**src/rtl/am_demod_pkg.sv**
```systemverilog
// Shared types and elaboration-time helpers for the AM envelope demodulator.
package am_demod_pkg;

  // Default geometry; the top exposes these as overridable parameters.
  localparam int unsigned W_DEFAULT          = 16;
  localparam int unsigned LOG2_DECIM_DEFAULT = 4;
  localparam int unsigned K_DEFAULT          = 6;

  // Frame-control view of the integrate-and-dump counter and output slot.
  typedef enum logic [1:0] {
    ST_ACCUM,  // mid-frame, sample always accepted
    ST_LAST,   // final sample of frame, output slot free or draining
    ST_STALL   // final sample of frame, output slot occupied and not draining
  } ctrl_state_e;

  function automatic int unsigned decim(input int unsigned log2_decim);
    return 32'd1 << log2_decim;
  endfunction

  function automatic int unsigned acc_width(input int unsigned w, input int unsigned log2_decim);
    return w + log2_decim;
  endfunction

  function automatic int unsigned dc_width(input int unsigned w, input int unsigned k);
    return w + k;
  endfunction

  function automatic bit params_legal(input int unsigned log2_decim, input int unsigned k);
    return (log2_decim >= 1) && (log2_decim <= 8) && (k >= 1) && (k <= 12);
  endfunction

endpackage

```
**src/rtl/am_demod_dcblock.sv**
```systemverilog
// Single-pole DC tracker: removes the carrier level from the recovered envelope.
module am_demod_dcblock
  import am_demod_pkg::*;
#(
  parameter int W = 16,
  parameter int K = 6
) (
  input  logic         clk,
  input  logic         rst,
  input  logic         frame_end,
  input  logic [W-1:0] env,
  output logic [W:0]   audio
);

  localparam int DC_W = dc_width(W, K);

  // Unsigned fixed-point estimate with K fractional bits.
  logic [DC_W-1:0]        dc_q, dc_d;
  logic signed [DC_W:0]   diff;
  logic signed [DC_W:0]   step;

  // Leaky update toward env, applied only on frame boundaries.
  always_comb begin
    // NOTE: every always_comb output gets a default first so no path leaves it unassigned (no latch).
    dc_d = dc_q;
    diff = $signed({1'b0, env, {K{1'b0}}}) - $signed({1'b0, dc_q});
    step = diff >>> K;
    if (frame_end) begin
      dc_d = dc_q + DC_W'(step);
    end
  end

  // Audio uses the estimate from before this frame's update.
  assign audio = {1'b0, env} - {1'b0, dc_q[DC_W-1:K]};

  // Estimate register.
  always_ff @(posedge clk) begin
    // NOTE: state registers use non-blocking assignments so every flop samples pre-edge values.
    if (rst) begin
      dc_q <= '0;
    end else begin
      dc_q <= dc_d;
    end
  end

endmodule

```
**src/rtl/am_demod.sv**
```systemverilog
// AM envelope demodulator: rectify, integrate-and-dump over DECIM samples,
// then strip the carrier DC level. Valid/ready on both sides.
module am_demod
  import am_demod_pkg::*;
#(
  parameter int W          = 16,
  parameter int LOG2_DECIM = 4,
  parameter int K          = 6
) (
  input  logic         clk,
  input  logic         rst,
  input  logic         in_valid,
  output logic         in_ready,
  input  logic [W-1:0] in_data,
  output logic         out_valid,
  input  logic         out_ready,
  output logic [W-1:0] out_env,
  output logic [W:0]   out_audio
);

  localparam int ACC_W = acc_width(W, LOG2_DECIM);
  localparam int DECIM = decim(LOG2_DECIM);
  localparam logic [LOG2_DECIM-1:0] CNT_LAST = LOG2_DECIM'(DECIM - 1);

  if (!params_legal(LOG2_DECIM, K)) begin : g_bad_params
    $error("am_demod: LOG2_DECIM must be 1..8 and K must be 1..12");
  end

  logic [ACC_W-1:0]      acc_q, acc_d;
  logic [LOG2_DECIM-1:0] cnt_q, cnt_d;
  logic                  out_valid_q, out_valid_d;
  logic [W-1:0]          out_env_q, out_env_d;
  logic [W:0]            out_audio_q, out_audio_d;

  logic [W-1:0]          abs_val;
  logic [ACC_W-1:0]      acc_sum;
  logic [W-1:0]          env_new;
  logic [W:0]            audio_new;
  logic                  accept;
  logic                  frame_end;
  ctrl_state_e           state;

  // Full-wave rectifier; the most negative input maps to 2^(W-1), which still fits in W unsigned bits.
  always_comb begin
    abs_val = in_data[W-1] ? -in_data : in_data;
    acc_sum = acc_q + ACC_W'(abs_val);
    env_new = acc_sum[ACC_W-1:LOG2_DECIM];
  end

  // Frame control: only the last sample of a frame can be stalled by a full output slot.
  always_comb begin
    state = ST_ACCUM;
    if (cnt_q == CNT_LAST) begin
      state = (out_valid_q && !out_ready) ? ST_STALL : ST_LAST;
    end
    in_ready  = (state != ST_STALL);
    accept    = in_valid && in_ready;
    frame_end = accept && (state == ST_LAST);
  end

  am_demod_dcblock #(
    .W (W),
    .K (K)
  ) u_dcblock (
    .clk       (clk),
    .rst       (rst),
    .frame_end (frame_end),
    .env       (env_new),
    .audio     (audio_new)
  );

  // Next-state for accumulator, counter and the single output slot.
  always_comb begin
    acc_d       = acc_q;
    cnt_d       = cnt_q;
    out_valid_d = out_valid_q;
    out_env_d   = out_env_q;
    out_audio_d = out_audio_q;

    if (out_valid_q && out_ready) begin
      out_valid_d = 1'b0;
    end

    if (accept) begin
      if (frame_end) begin
        acc_d       = '0;
        cnt_d       = '0;
        out_valid_d = 1'b1;
        out_env_d   = env_new;
        out_audio_d = audio_new;
      end else begin
        acc_d = acc_sum;
        cnt_d = cnt_q + 1'b1;
      end
    end
  end

  // Datapath and slot registers; reset drops any partial frame and pending word.
  always_ff @(posedge clk) begin
    if (rst) begin
      acc_q       <= '0;
      cnt_q       <= '0;
      out_valid_q <= 1'b0;
      out_env_q   <= '0;
      out_audio_q <= '0;
    end else begin
      acc_q       <= acc_d;
      cnt_q       <= cnt_d;
      out_valid_q <= out_valid_d;
      out_env_q   <= out_env_d;
      out_audio_q <= out_audio_d;
    end
  end

  assign out_valid = out_valid_q;
  assign out_env   = out_env_q;
  assign out_audio = out_audio_q;

endmodule

```
**config.mk**
```make
export PLATFORM = sky130hd
export DESIGN_NAME = am_demod
export DESIGN_NICKNAME = d
export VERILOG_FILES = /design/src/rtl/am_demod_pkg.sv /design/src/rtl/am_demod_dcblock.sv /design/src/rtl/am_demod.sv
export SDC_FILE = /design/constraint.sdc
export NUM_CORES = 1
export LEC_CHECK = 0
export CAP_MARGIN = 20
export CORE_ASPECT_RATIO = 0.75
export CORE_MARGIN = 2
export CORE_UTILIZATION = 30
export DETAILED_ROUTE_END_ITERATION = 8
export GPL_TIMING_DRIVEN = 0
export HOLD_SLACK_MARGIN = 0.12
export RECOVER_POWER = 25
export SLEW_MARGIN = 0
export SYNTH_ARGS = -nofsm -noshare
export SYNTH_HDL_FRONTEND = slang
export SYNTH_HIERARCHICAL = 1
export SYNTH_SLANG_ARGS = --single-unit
```
**constraint.sdc**
```tcl
create_clock -name clk -period 7.8 [get_ports clk]
set_input_delay 1.56 -clock clk [delete_from_list [all_inputs] [get_ports clk]]
set_output_delay 1.56 -clock clk [all_outputs]
set_load 0.02 [all_outputs]
```
==> impl_results.md <==
- Status: completed
- Worst R2R End: u_dcblock/dc_q[21]
- Clock sinks: 80
- Clk buf depth: 2
- Post-Layout Cell Count: 1201
- Die area: 22800 sq um
- FFs w/ async S/R, synth: 0%
- Worst path bufs/invs: 3
- Simple-Gate Fraction of Synth Area: 19.2%
- DR iter-0 viols: 470
- Fin crit share: 96.7%
- Fraction of layout cells with a size suffix above 1: 14.1%
- Worst-skew pair later-pin latency: 0.35 ns
- Num rows: 46
- Clk slew on worst S/H paths: 0.07 ns
- Worst Setup Path Type: input pin to flip-flop
- PD cells: 336 nW/um^2
- Worst Path Max Fanout: 9
- Final core occ: 39.1%
- Synthesized area: 6490 sq um
- Combinational share of power: 65.8%
- Avg Cell Area, Syn: 7.92 sq um
- Switching power: 1.27 mW
- HP Class: flip-flop to flip-flop
- Final setup viols: 0
- Hold path cells: 2
- Synthesized Nets: 901
- Compound-Gate Fraction of Synth Area: 26.6%
- Worst Slack Setup Final: 0.257 ns
- Slowest CP cell: clkdlybuf4s50_1
- Mux cell area share after synthesis: 2.03%
- Fmax: 133 MHz
- CP top delay family: compound AO/OA/AOI/OAI gates
- Pre-CTS setup slack: -0.833 ns
- Distinct cell type count after synthesis: 76
- Synth Area in Adders: 12.3%
- MaxCap Viol Count: 0
- Port Buffers: 54
- Post-synthesis sequential area ratio: 24.7%
- Total GRT Usage: 17.2%
- DRC viols: 0
- DRT antenna net count: 0
- Vias in the first global route: 5690
- Yosys warns: 6
- Primary FF master, synth: dfxtp_1
- Hold_sp: out_audio[12]
- Slew Limit Fails: 0
- H-tree levels: 3
- FF+latch count, synth: 80
- Min cycle time layout: 7.54 ns
- Area Growth Syn to Fin: 27.5%
- Peak supply drop: 0.175 mV
- Placed cells: 1161
- Fill cells: 2210
- Post-synth EDFFs: 0
- Gpl congestion: 0.912
- Internal Power: 1.51 mW
- Initial core utilization: 30.6%
- Fin. Hold Viols: 0
- Pleak: 3.37 nW
- Rel. slew slack: 41.3%
- Core Region: 21200 sq um
- Avg Vias per Cell: 5.26
- Ant diodes: 0
- Xor/xnor cell area share of the yosys netlist: 10.3%
- Largest family of logic cells by synthesized area: compound AO/OA/AOI/OAI gates
- Reg area: 1600 sq um
- Slowest stage delay, CP: 0.46 ns
- Die X: 174 um
- Switching Fraction: 45.6%
- Total wire length: 20100 um
- CTS Buf Count: 9
- Slew @ Worst Pin: 0.880 ns
- Largest net degree at the start of global routing: 16
- CP endpoint kind: flip-flop
- FF-to-FF Start: acc_q[0]
- Cells after synthesis: 819
- Multi-input logic area: 4870 sq um
- Clk network pwr share: 18.4%
- Hold endpoint: out_audio[12]
- First-pass GRT wire length: 31600 um
- DR WL/cell: 16.7 um
- Crit path DAT: 7.77 ns
- CTS tree: yes
- Global route total overflow: 0
- CP Launch Type: input pin
- 1st-pass router iterations: 5
- Worst reg-to-reg setup slack: 2.15 ns
- Initial antenna violation count: 0
- Depth of the worst register-to-register path: 23
- Nets: 990
- Worst EP required: 8.03 ns
- Num ports: 55
- Clock Root Buffer: clkbuf_16
- Clk_skew: 0.0126 ns
- Detailed placer's ending HPWL: 15000 um
- Vias: 6314
- Die Span Y: 131 um
- Reg power frac: 15.8%
[cells in the final DEF (no fill, tap or decap), types with 8 or more instances in the layout]
cell type / instances
a21oi_2: 9
nand2b_1: 14
a22oi_1: 8
nor2_1: 59
a21o_1: 31
dfxtp_1: 80
clkbuf_1: 20
xnor2_1: 46
a21oi_1: 72
dlygate4sd3_1: 28
a31oi_1: 9
mux2i_1: 12
o21ai_1: 8
nand3_1: 16
nand2_1: 106
buf_2: 9
buf_4: 29
a22o_1: 8
ha_1: 50
clkdlybuf4s50_1: 21
clkbuf_16: 9
o21ai_0: 26
inv_1: 37
xor2_1: 24
[synthesized netlist by cell type, drive strengths merged (3+ instances only)]
cell,instances,share of area (%)
nand2,108,6.3
nor3b,4,0.46
a31oi,10,0.96
nor4,4,0.85
fa,3,0.93
inv,38,2.2
o21bai,7,0.81
a21oi,83,6.5
o21ai,38,2.9
and4,3,0.41
a22o,8,1.1
o31ai,9,1.3
nor3,7,0.54
ha,59,11
o22ai,7,0.68
mux2i,12,1.9
a41oi,5,1.1
nand3,18,1.4
nor2b,7,0.68
nand2b,16,1.7
nor4b,4,0.64
dfxtp,80,25
o21a,7,0.81
a211oi,4,0.46
xor2,26,3.5
buf,14,1.1
nand4,7,0.68
and3,6,0.58
a22oi,8,0.93
clkbuf,28,1.7
o211ai,4,0.54
or3,9,0.96
xnor2,50,6.8
nor2,59,3.4
o41ai,4,0.66
a21boi,4,0.46
a21o,31,3.6
[what timing repair did]
action,in CTS,in global routing
gates cloned,0,0
buffers inserted,6,23
setup endpoints to repair,5,9
pin swaps,4,22
endpoints found under the hold margin,0,0
gates resized for setup,13,62
hold buffers,0,0
[cell families (layout without fill, tap and decap cells)]
logic type / after synthesis / in the layout
compound gates: 251 / 251
fa+ha+maj: 62 / 62
buf+inv: 80 / 174
simple gates: 257 / 257
mux: 13 / 13
xor+xnor: 76 / 76
flops: 80 / 80
[final cells by class]
class	count	share of cell area (%)
Multi-Input combinational cell	659	58.8
Clock buffer	9	2.72
Tap cell	288	4.36
Inverter	38	1.72
Timing Repair Buffer	83	9.47
Sequential cell	80	19.4
Buffer	37	2.03
Clock inverter	7	1.53
[stage by stage]
stage	hold WS (ns)	cell area, sq um	TNS (ns)	power, mW
after global routing	0.484	8270	-0.0116	2.98
after global placement	0.448	7390	-3.16	1.99
after CTS	0.457	7830	0	2.56
after floorplan	0.432	6490	0	1.66
after detailed placement	0.447	7390	-3.32	1.99
final	0.452	8270	0	2.78
[worst max-delay path by stage]
stage,from,endpoint,slack (ns),cells after the start
floorplan,in_data[5],u_dcblock/dc_q[21],0.63,27
global placement,in_data[5],u_dcblock/dc_q[21],-0.78,29
detailed placement,in_data[5],u_dcblock/dc_q[21],-0.83,29
CTS,in_data[5],u_dcblock/dc_q[21],0.01,27
global route,in_data[2],u_dcblock/dc_q[21],-0.01,26
finish,in_data[2],u_dcblock/dc_q[21],0.26,26
[power by group through the flow]
stage	clock network (mW)	registers, mW	logic, mW
global route	0.542	0.441	2.00
detailed placement	0	0.447	1.54
CTS	0.523	0.437	1.60
floorplan	0	0.443	1.22
finish	0.512	0.438	1.83
global placement	0	0.446	1.55
[layer usage]
layer | global-route usage, % | up-vias | part of all wire (%)
met2 | 22.6 | 227 | 39
met4 | 2.47 | 0 | 0.62
met1 | 27.7 | 2966 | 53
met5 | 0 | - | 0
met3 | 4.46 | 11 | 7.9
li1 | - | 3110 | -
[flip-flops by register name (all words and copies together), names as in the netlist]
name / count
out_env: 16
cnt_q: 4
out_audio: 17
out_valid: 1
u_dcblock/dc_q: 22
acc_q: 20
[worst min-delay path, delay by kind of cell (launching register included)]
family / cells / cell delay [ns]
simple gates: 1 / 0.05
flops: 1 / 0.31
compound gates: 1 / 0.05
No activity file was read; power rests on OpenSTA's default activity.
